[config.mk]
export PLATFORM = sky130hd
export DESIGN_NAME = line_fetch_arbiter_flat
export DESIGN_NICKNAME = d
export VERILOG_FILES = /design/src/rtl/line_fetch_arbiter_pkg.sv /design/src/rtl/line_fetch_arbiter_if.sv /design/src/rtl/line_fetch_arbiter_write_fifo2.sv /design/src/rtl/line_fetch_arbiter.sv /design/src/flat_wrapper.sv
export SDC_FILE = /design/constraint.sdc
export NUM_CORES = 1
export LEC_CHECK = 0
export BUFFER_PORTS_ARGS = -buffer_cell sky130_fd_sc_hd__buf_4
export CORE_MARGIN = 2
export CORE_UTILIZATION = 35
export CTS_BUF_LIST = sky130_fd_sc_hd__clkbuf_2
export CTS_CLUSTER_DIAMETER = 50
export CTS_CLUSTER_SIZE = 40
export DETAILED_ROUTE_END_ITERATION = 8
export HOLD_SLACK_MARGIN = 0.12
export MAX_ROUTING_LAYER = met4
export PLACE_DENSITY = 0.58
export SLEW_MARGIN = 20
export SYNTH_ARGS = -nofsm -noshare
export SYNTH_HDL_FRONTEND = slang
export SYNTH_SLANG_ARGS = --single-unit
[constraint.sdc]
create_clock -name clock -period 3.17 [get_ports clock]
set_input_delay 0.634 -clock clock [delete_from_list [all_inputs] [get_ports clock]]
set_output_delay 0.634 -clock clock [all_outputs]
set_load 0.1 [all_outputs]
[src/rtl/line_fetch_arbiter_pkg.sv]
// Shared constants and types for the line fetch arbiter: default widths,
// write buffer depth and the per-cycle memory access kind.
package line_fetch_arbiter_pkg;
  localparam int ADDR_W_DEF       = 16;
  localparam int DATA_W_DEF       = 8;
  localparam int STARVE_LIMIT_DEF = 4;
  localparam int FIFO_DEPTH       = 2;

  typedef enum logic [1:0] {
    ACC_IDLE  = 2'd0,
    ACC_READ  = 2'd1,
    ACC_WRITE = 2'd2
  } access_e;

  // Starvation counter needs at least 3 bits, more if the limit demands it.
  function automatic int starve_w(input int limit);
    int w;
    w = $clog2(limit + 1);
    return (w > 3) ? w : 3;
  endfunction
endpackage

[src/rtl/line_fetch_arbiter_if.sv]
// Display read, render write and pixel memory signals of the arbiter.
interface line_fetch_arbiter_if
  import line_fetch_arbiter_pkg::*;
#(
  parameter int ADDR_W = ADDR_W_DEF,
  parameter int DATA_W = DATA_W_DEF
);
  logic              dispReq;
  logic [ADDR_W-1:0] dispAddr;
  logic              dispGrant;
  logic              dispValid;
  logic [DATA_W-1:0] dispData;
  logic              rendValid;
  logic [ADDR_W-1:0] rendAddr;
  logic [DATA_W-1:0] rendData;
  logic              rendReady;
  logic [ADDR_W-1:0] memAddr;
  logic              memWe;
  logic [DATA_W-1:0] memWdata;
  logic [DATA_W-1:0] memRdata;

  modport slave (
    input  dispReq, dispAddr, rendValid, rendAddr, rendData, memRdata,
    output dispGrant, dispValid, dispData, rendReady, memAddr, memWe, memWdata
  );

  modport master (
    output dispReq, dispAddr, rendValid, rendAddr, rendData, memRdata,
    input  dispGrant, dispValid, dispData, rendReady, memAddr, memWe, memWdata
  );
endinterface

[src/rtl/line_fetch_arbiter_write_fifo2.sv]
// Two-entry render write buffer; ready is registered from next occupancy.
module write_fifo2
  import line_fetch_arbiter_pkg::*;
#(
  parameter int ADDR_W = ADDR_W_DEF,
  parameter int DATA_W = DATA_W_DEF
) (
  input  logic              clock,
  input  logic              reset,
  input  logic              push,
  input  logic [ADDR_W-1:0] push_addr,
  input  logic [DATA_W-1:0] push_data,
  input  logic              pop,
  output logic [ADDR_W-1:0] head_addr,
  output logic [DATA_W-1:0] head_data,
  output logic              full,
  output logic              empty,
  output logic              ready
);
  logic [ADDR_W-1:0] addr_q [FIFO_DEPTH];
  logic [DATA_W-1:0] data_q [FIFO_DEPTH];
  logic [1:0]        count;
  logic [1:0]        count_next;
  logic              wr_ptr;
  logic              rd_ptr;
  logic              push_ok;
  logic              pop_ok;

  assign full       = (count == 2'(FIFO_DEPTH));
  assign empty      = (count == 2'd0);
  assign push_ok    = push && !full;
  assign pop_ok     = pop && !empty;
  assign count_next = count + {1'b0, push_ok} - {1'b0, pop_ok};
  assign head_addr  = addr_q[rd_ptr];
  assign head_data  = data_q[rd_ptr];

  always_ff @(posedge clock or posedge reset) begin
    if (reset) begin
      count  <= 2'd0;
      wr_ptr <= 1'b0;
      rd_ptr <= 1'b0;
      ready  <= 1'b1;
    end else begin
      count <= count_next;
      ready <= (count_next < 2'(FIFO_DEPTH));
      if (push_ok) wr_ptr <= ~wr_ptr;
      if (pop_ok)  rd_ptr <= ~rd_ptr;
    end
  end

  // Entry storage carries no reset; occupancy alone decides what is live.
  always_ff @(posedge clock) begin
    if (push_ok) begin
      addr_q[wr_ptr] <= push_addr;
      data_q[wr_ptr] <= push_data;
    end
  end
endmodule

[src/rtl/line_fetch_arbiter.sv]
// Single-port pixel memory arbiter: display reads win unless a buffered
// render write has been starved for STARVE_LIMIT consecutive grants.
module line_fetch_arbiter
  import line_fetch_arbiter_pkg::*;
#(
  parameter int ADDR_W       = ADDR_W_DEF,
  parameter int DATA_W       = DATA_W_DEF,
  parameter int STARVE_LIMIT = STARVE_LIMIT_DEF
) (
  input  logic                 clock,
  input  logic                 reset,
  line_fetch_arbiter_if.slave  bus
);
  localparam int CNT_W = starve_w(STARVE_LIMIT);

  access_e           access;
  logic [CNT_W-1:0]  starve_cnt;
  logic              push;
  logic              pop;
  logic              full;
  logic              empty;
  logic              ready;
  logic [ADDR_W-1:0] head_addr;
  logic [DATA_W-1:0] head_data;
  logic [ADDR_W-1:0] last_addr;
  logic              vld_p1;
  logic [DATA_W-1:0] data_p1;

  assign push = bus.rendValid && ready;
  assign pop  = (access == ACC_WRITE);

  write_fifo2 #(.ADDR_W(ADDR_W), .DATA_W(DATA_W)) u_fifo (
    .clock     (clock),
    .reset     (reset),
    .push      (push),
    .push_addr (bus.rendAddr),
    .push_data (bus.rendData),
    .pop       (pop),
    .head_addr (head_addr),
    .head_data (head_data),
    .full      (full),
    .empty     (empty),
    .ready     (ready)
  );

  // Stage p0: arbitration and memory request
  always_comb begin
    access = ACC_IDLE;
    if (!reset) begin
      if (!empty && (!bus.dispReq || starve_cnt == CNT_W'(STARVE_LIMIT)))
        access = ACC_WRITE;
      else if (bus.dispReq)
        access = ACC_READ;
    end
  end

  always_comb begin
    bus.memAddr = last_addr;
    case (access)
      ACC_READ:  bus.memAddr = bus.dispAddr;
      ACC_WRITE: bus.memAddr = head_addr;
      default:   bus.memAddr = last_addr;
    endcase
  end

  assign bus.dispGrant = (access == ACC_READ);
  assign bus.memWe     = (access == ACC_WRITE);
  assign bus.memWdata  = head_data;
  assign bus.rendReady = ready;

  always_ff @(posedge clock or posedge reset) begin
    if (reset) begin
      last_addr  <= '0;
      starve_cnt <= '0;
    end else begin
      if (access != ACC_IDLE) last_addr <= bus.memAddr;
      if (pop || empty)
        starve_cnt <= '0;
      else if (access == ACC_READ && starve_cnt < CNT_W'(STARVE_LIMIT))
        starve_cnt <= starve_cnt + 1'b1;
    end
  end

  // Stage p1: read data returns one cycle after the grant
  always_ff @(posedge clock or posedge reset) begin
    if (reset) begin
      vld_p1  <= 1'b0;
      data_p1 <= '0;
    end else begin
      vld_p1 <= bus.dispGrant;
      if (vld_p1) data_p1 <= bus.memRdata;
    end
  end

  assign bus.dispValid = vld_p1;
  assign bus.dispData  = vld_p1 ? bus.memRdata : data_p1;
endmodule

[src/flat_wrapper.sv]
// flat-port wrapper written by rule: the top's interface ports become plain ports
module line_fetch_arbiter_flat import line_fetch_arbiter_pkg::*;
#(
  parameter int ADDR_W       = ADDR_W_DEF,
  parameter int DATA_W       = DATA_W_DEF,
  parameter int STARVE_LIMIT = STARVE_LIMIT_DEF
)
  (clock, reset, bus_dispReq, bus_dispAddr, bus_rendValid, bus_rendAddr, bus_rendData, bus_memRdata, bus_dispGrant, bus_dispValid, bus_dispData, bus_rendReady, bus_memAddr, bus_memWe, bus_memWdata);
  line_fetch_arbiter_if #(.ADDR_W(ADDR_W), .DATA_W(DATA_W)) bus_i ();
  input  logic clock;
  input  logic reset;
  input wire logic [$bits(bus_i.dispReq)-1:0] bus_dispReq;
  input wire logic [$bits(bus_i.dispAddr)-1:0] bus_dispAddr;
  input wire logic [$bits(bus_i.rendValid)-1:0] bus_rendValid;
  input wire logic [$bits(bus_i.rendAddr)-1:0] bus_rendAddr;
  input wire logic [$bits(bus_i.rendData)-1:0] bus_rendData;
  input wire logic [$bits(bus_i.memRdata)-1:0] bus_memRdata;
  output wire logic [$bits(bus_i.dispGrant)-1:0] bus_dispGrant;
  output wire logic [$bits(bus_i.dispValid)-1:0] bus_dispValid;
  output wire logic [$bits(bus_i.dispData)-1:0] bus_dispData;
  output wire logic [$bits(bus_i.rendReady)-1:0] bus_rendReady;
  output wire logic [$bits(bus_i.memAddr)-1:0] bus_memAddr;
  output wire logic [$bits(bus_i.memWe)-1:0] bus_memWe;
  output wire logic [$bits(bus_i.memWdata)-1:0] bus_memWdata;
  assign bus_i.dispReq = bus_dispReq;
  assign bus_i.dispAddr = bus_dispAddr;
  assign bus_i.rendValid = bus_rendValid;
  assign bus_i.rendAddr = bus_rendAddr;
  assign bus_i.rendData = bus_rendData;
  assign bus_i.memRdata = bus_memRdata;
  assign bus_dispGrant = bus_i.dispGrant;
  assign bus_dispValid = bus_i.dispValid;
  assign bus_dispData = bus_i.dispData;
  assign bus_rendReady = bus_i.rendReady;
  assign bus_memAddr = bus_i.memAddr;
  assign bus_memWe = bus_i.memWe;
  assign bus_memWdata = bus_i.memWdata;
  line_fetch_arbiter #(.ADDR_W(ADDR_W), .DATA_W(DATA_W), .STARVE_LIMIT(STARVE_LIMIT)) u_core (.clock(clock), .reset(reset), .bus(bus_i));
endmodule
# --- After elaboration in Yosys (flattened, before gate mapping) ---
# Memory sizes are Yosys's and may differ from the RTL's.
# Index checks and enable logic that the tools add are counted.
op_classes:
  add_sub_neg: 3
  n_lt_le_gt_ge: 2
  n_eq_ne: 4
  mux: 9
  n_bitwise: 2
  n_reduce_logical: 13
op_table:
  columns: ["op", "count"]
  rows:
  - ["$pmux 16 s2", 1]
  - ["$mux 8", 1]
  - ["$mux 3", 2]
  - ["$logic_and 1x1->1", 5]
  - ["$eq 2x2->1 const B", 2]
  - ["$mux 2", 2]
  - ["$reduce_bool 2->1", 2]
  - ["$add 3x1->3 const B", 1]
  - ["$eq 3x3->1 const B", 1]
  - ["$logic_not 1->1", 3]
  - ["$lt 3x3->1 const B", 1]
  - ["$mux 1", 3]
  - ["$add 2x1->2", 1]
  - ["$eq 2x1->1 const B", 1]
  - ["$logic_not 2->1", 1]
  - ["$logic_or 1x1->1", 2]
  - ["$lt 2x2->1 const B", 1]
  - ["$not 1->1", 2]
  - ["$sub 2x1->2", 1]
totals:
  ff_bits: 33
  ramBits: 48
  in_bits: 52
  elab_cells: 43
  memories: 2
mem_list:
  columns: ["name", "words", "width", "rd", "rd_ports_with_merged_regs", "wr", "line_no", "source"]
  rows:
  - ["u_core.u_fifo.addr_q", 2, 16, 1, 0, 1, "line_fetch_arbiter_write_fifo2.sv:20", "logic [ADDR_W-1:0] addr_q [FIFO_DEPTH];"]
  - ["u_core.u_fifo.data_q", 2, 8, 1, 0, 1, "line_fetch_arbiter_write_fifo2.sv:21", "logic [DATA_W-1:0] data_q [FIFO_DEPTH];"]

# --- Longest topological paths before layout ---
depth:
  ltp_word: 9
  mapped_depth: 14

# --- Hierarchy ---
# Synthesis repeated with hierarchy kept, for this count alone.
hier_totals:
  cells_unflattened: 238
  hier_area_um2: 3616.0
modules_own_cells:
  columns: ["module", "instances", "cells_per_inst", "area_per_inst_um2", "seq_area_each_um2"]
  rows:
  - ["write_fifo2", 1, 96, 2068.2, 1567.8]
  - ["line_fetch_arbiter", 1, 142, 1547.7, 700.7]

# --- Worst setup path after synthesis ---
# No wires, ideal clock.
synth_path:
  path_kind: "in2out"
  startpoint: "input bus_dispReq"
  endpoint: "output bus_memAddr[0]"
  arrival_time_ns: 3.891
  setup_slack_ns: -1.355
  cell_stages: 8
  path_cell_list: "nor2b_1 -> o21ai_0 -> inv_1 -> ha_1 -> buf_2 -> buf_2 -> nand2_1 -> a31oi_1"
synth_between:
  elab_chain_cells: 7
synth_rtl:
  columns: ["item", "line_no", "source"]
  rows:
  - ["from (decl)", "flat_wrapper.sv:12", "input wire logic [$bits(bus_i.dispReq)-1:0] bus_dispReq;"]
  - ["$logic_not 1->1", "line_fetch_arbiter.sv:50", "if (!empty && (!bus.dispReq || starve_cnt == CNT_W'(STARVE_LIMIT)))"]
  - ["$logic_or 1x1->1", "line_fetch_arbiter.sv:50", null]
  - ["$logic_and 1x1->1", "line_fetch_arbiter.sv:50", null]
  - ["$mux 2 (*)", "line_fetch_arbiter.sv:50", null]
  - ["$mux 2 (*)", "line_fetch_arbiter.sv:49", "if (!reset) begin"]
  - ["$eq 2x1->1 (*)", null, null]
  - ["via bus_dispGrant", "flat_wrapper.sv:18", "output wire logic [$bits(bus_i.dispGrant)-1:0] bus_dispGrant;"]
  - ["$pmux 16 s2 (*)", "line_fetch_arbiter.sv:59", "case (access)"]
  - ["to (decl)", "flat_wrapper.sv:22", "output wire logic [$bits(bus_i.memAddr)-1:0] bus_memAddr;"]
# Mark *: on every way through the listed nets, which the timed path passes. The rest lies on a longest branch.

# --- Final worst setup path ---
layout_path:
  startpoint: "register u_core.starve_cnt[0]"
  endpoint: "output bus_memAddr[0]"
layout_between:
  elab_chain_cells: 7
layout_rtl:
  columns: ["item", "line_no", "source"]
  rows:
  - ["from (decl)", "line_fetch_arbiter.sv:17", "logic [CNT_W-1:0] starve_cnt;"]
  - ["from (signal assigned)", "line_fetch_arbiter.sv:80", "starve_cnt <= starve_cnt + 1'b1;"]
  - ["$eq 3x3->1 (*)", "line_fetch_arbiter.sv:50", null]
  - ["$logic_or 1x1->1 (*)", "line_fetch_arbiter.sv:50", null]
  - ["$logic_and 1x1->1 (*)", "line_fetch_arbiter.sv:50", null]
  - ["$mux 2 (*)", "line_fetch_arbiter.sv:50", null]
  - ["$mux 2 (*)", "line_fetch_arbiter.sv:49", null]
  - ["$eq 2x2->1 or $eq 2x1->1 (tied branches)", "line_fetch_arbiter.sv:59", null]
  - ["$pmux 16 s2 (*)", "line_fetch_arbiter.sv:59", null]
# Every way passes the cells marked *; elsewhere a longest branch is shown, timed or not.

==> metrics.log <==
INFO  metric drt_first_iter_violations = between 70 and 80
INFO  metric grt_first_pass_wirelength = between 10000 and 15000 um
INFO  metric post-layout-total-power = about 5.2 mW
INFO  metric hold-worst-slack = a little over 0.3 ns
INFO  metric seq_power_share = 30.8%
INFO  metric core.rowCount = 36
INFO  metric cp_max_fo = 8
INFO  metric number_of_global_route_vias_before_repair = approximately 2400
INFO  metric cts_max_path_buffers = 2
INFO  metric finalHoldViolations = 0
INFO  metric globalRouteTotalUtil = roughly 15%
INFO  metric chipHeight = around 100 um
INFO  metric pwr_per_cell_area = a little over 1000 nW/um2
INFO  metric tns = 0 ns
INFO  metric required = 2.54 ns
INFO  metric synth-warning-count = 0
INFO  metric cell_area_after_layout = around 5000 um2
INFO  metric critPathKind = reg2out
INFO  metric power.static_leakage = between 1.5 and 2 nW
INFO  metric cell_breakdown_of_the_critical_path = inv_2 > ha_4 > nand2_4 > a211o_4 > ha_4 > buf_6 > buf_16 > a31oi_4 > buf_12
INFO  metric p_sw = 2.53 mW
INFO  metric synth_seq_cells = 81
INFO  metric netlist_area = about 3500 um2
INFO  metric final.period_utilization = 98.6%
INFO  metric vias_per_cell = 4.62
INFO  metric achievable-frequency = 0.320 GHz
INFO  metric cts.clk_slew.worst_paths = around 0.23 ns
INFO  metric synthTopCellsByArea = edfxtp_1 (41%), dfrtp_1 (23%), mux2_2 (6.7%), a31oi_1 (5.7%), mux2_4 (4.7%)
INFO  metric place_area = approximately 4600 um2
INFO  metric start_util = between 30% and 40%
INFO  metric worst_slew_pin_slew = approximately 0.48 ns
INFO  metric power.share.switching = roughly half
INFO  metric fin_skew = 0.0211 ns
INFO  metric drt.antenna.violating_nets = 0
INFO  metric clock_insertion_delay_worst_skew = between 0.4 and 0.5 ns
INFO  metric synthesis.area_per_instance = between 10 and 15 um2
INFO  metric end_of_flow_core_utilization = roughly 52%
INFO  metric final-setup-viol-count = 0
INFO  metric drt_pass1_iterations = 4
INFO  metric layout.filler_cells = roughly 890
INFO  metric worst_setup_path_start_kind = flop
INFO  metric via_count = 2312
INFO  metric tritoncts_num_sinks = roughly 80
INFO  metric setup.worst_path.end_class = output pin
INFO  metric crit_path_frequent_cell = ha_4
INFO  metric syn-num-nets = approximately 320
INFO  metric cell_internal_pwr = 2.63 mW
INFO  metric asyncSetResetFlopFracSynth = between 40% and 50%
INFO  metric maxSlewViolCount = 0
INFO  metric layout-area-overhead-vs-synth = 43.1%
INFO  metric arrival = roughly 2.5 ns
INFO  metric postLayoutSetupSlackWorst = ~0.043 ns
INFO  metric place.detailed.instances = between 400 and 500
INFO  metric core_box_area = 9770 um2
INFO  metric dieArea = 10900 um2
INFO  metric die_w = roughly 100 um
INFO  metric dominantRegCellSynth = edfxtp_1
INFO  metric numPortBuffers = between 80 and 90
INFO  metric cts_htree_levels = 3
INFO  metric grt_setup_unrepaired = true
INFO  metric max_capacitance_violation_total = 0
INFO  metric combPwrFrac = about three fifths
INFO  metric pre_cts_setup_slack = ~0.18 ns
INFO  metric number_of_cts_inserted_buffers = 9
INFO  metric synth_top_area_share = 40.9%
INFO  metric finalNonFillerCells = 500
INFO  metric route.detailed.wl_per_inst = around 15 um
INFO  metric post_synth_num_cell_types = 27
INFO  metric final_critical_delay_including_setup_and_external_delays = 3.13 ns
INFO  metric synth_commonest_cells = edfxtp_1 (48), nor2_1 (35), a31oi_1 (32), dfrtp_1 (32), nand2_1 (23)
INFO  metric syn_inst = about 260
INFO  metric detailed_place_hpwl = a little under 5000 um
INFO  metric synth_enable_flop_cells = 48
INFO  metric totalWireLength = about 7400 um
INFO  metric drc_errors = 0
INFO  metric irDropWorstVdd = about 0.00058 V
INFO  metric critical-path-max-stage-delay = 0.44 ns
INFO  metric gp_congestion = ~0.79
INFO  metric antenna-diode-count = 0
INFO  metric nets = about 420
INFO  metric grt.overflow.total = 0
INFO  metric yosysMostFrequentCell = edfxtp_1
INFO  metric pin_count_of_the_biggest_net_entering_global_routing = 33
INFO  metric final_layout_size_suffix_gt1_share = 53.1%
INFO  metric synth_area_leader_cell = edfxtp_1
INFO  metric worst_hold_path_type = in2reg
INFO  metric seq_area_frac_synth = approximately 64%
INFO  metric top_level_ports = slightly below 90
INFO  metric clock_tree.root_cell = clkbuf_2
INFO  metric clock_tree_from_tritoncts = built
INFO  metric worst_path_max_delay_cell = dfrtp_1
INFO  metric power.share.clock = between 8 and 9%
INFO  metric grt_antenna_before_repair = 0
INFO  metric outcome = finished, final reports clean
INFO  metric slew-limit-headroom = between 60% and 70%
[worst paths after layout]
kind | depth (start not counted) | from | end | slack, ns
min in group asynchronous | 3 | reset | u_core.starve_cnt[2] | 0.63
setup reg to reg | 15 | u_core.starve_cnt[0] | u_core.u_fifo.count[1] | 0.47
max in group asynchronous | 4 | reset | u_core.last_addr[15] | 1.89
hold / removal | 1 | bus_rendAddr[9] | u_core.u_fifo.addr_q[0][9] | 0.30
hold reg to reg | 1 | u_core.data_p1[1] | u_core.data_p1[1] | 0.53
setup / recovery | 9 | u_core.starve_cnt[0] | bus_memAddr[0] | 0.04
[cell type report]
type	instances	area (um2)	share of cell area, %
clock inverter	7	43.8	0.869
multi-input combinational	156	1420	28.1
tap	133	166	3.30
sequential	81	2270	45.0
timing repair buffer	105	1070	21.1
inverter	9	33.8	0.670
clock buffer	9	45.0	0.894
[metal layers]
metal	part of all wire (%)	vias to the layer above	GRT usage, %	wire (um)
li1	-	1133	-	-
met1	43	1109	18.0	3220
met2	49	66	23.2	3680
met3	6.6	4	3.76	492
met4	0.64	0	5.21	48
met5	0	-	-	0
[sequential cells by signal (all words and copies together), names as in the netlist, 2 cells and up]
register and count:
u_core.data_p1 8, u_core.starve_cnt 3, u_core.u_fifo.count 2, u_core.u_fifo.addr_q 32
u_core.last_addr 16, u_core.u_fifo.data_q 16
[power by group through the flow]
stage	logic (mW)	clock network, mW	registers [mW]
2_1_floorplan	2.26	0	1.60
3_3_place_gp	2.67	0	1.61
3_5_place_dp	2.69	0	1.62
4_1_cts	3.13	0.482	1.58
5_1_grt	3.25	0.525	1.63
6_report	3.11	0.461	1.59
[critical path: cells and delay by family, from the launching register on]
kind / cells / cell delay (ns)
compound gates: 2 / 0.57
buf+inv: 4 / 0.56
flops: 1 / 0.44
fa+ha+maj: 2 / 0.37
simple gates: 1 / 0.05
[cells by family (layout without fill, tap and decap cells)]
kind of cell | Yosys count | after routing | synth area share (%)
DFF | 81 | 81 | 64.4
and+or+nand+nor | 75 | 75 | 9.13
AOI/OAI and AO/OA | 36 | 36 | 6.43
muxes | 33 | 33 | 11.7
buffers and inverters | 25 | 130 | 4.65
adders and majority gates | 7 | 7 | 2.49
xor gates and xnor gates | 5 | 5 | 1.24
[repair_timing]
action                     in CTS  in global routing
hold buffers                    1                  0
pin swaps                       2                  5
setup endpoints to repair      16                 24
hold endpoints to repair        7                  0
resized for setup              58                 14
cloned                          3                  0
buffers inserted                8                  1
[layout by cell type (no fill, tap or decap), types with 2 or more instances in the layout]
cell and count:
buf_4 80, edfxtp_1 48, nor2_1 31, dfrtp_1 31
nand2_1 21, mux2_2 21, buf_12 17, a31oi_4 16
a31oi_1 16, mux2_4 11, nand2_2 11, clkbuf_2 9
inv_1 6, xnor2_1 4, nor2_2 4, ha_4 4
buf_6 4, nor3_1 3, inv_2 3, ha_1 3
clkinv_2 3, nor2b_1 2, inv_6 2, buf_16 2
(Power assumes the default switching activity.)
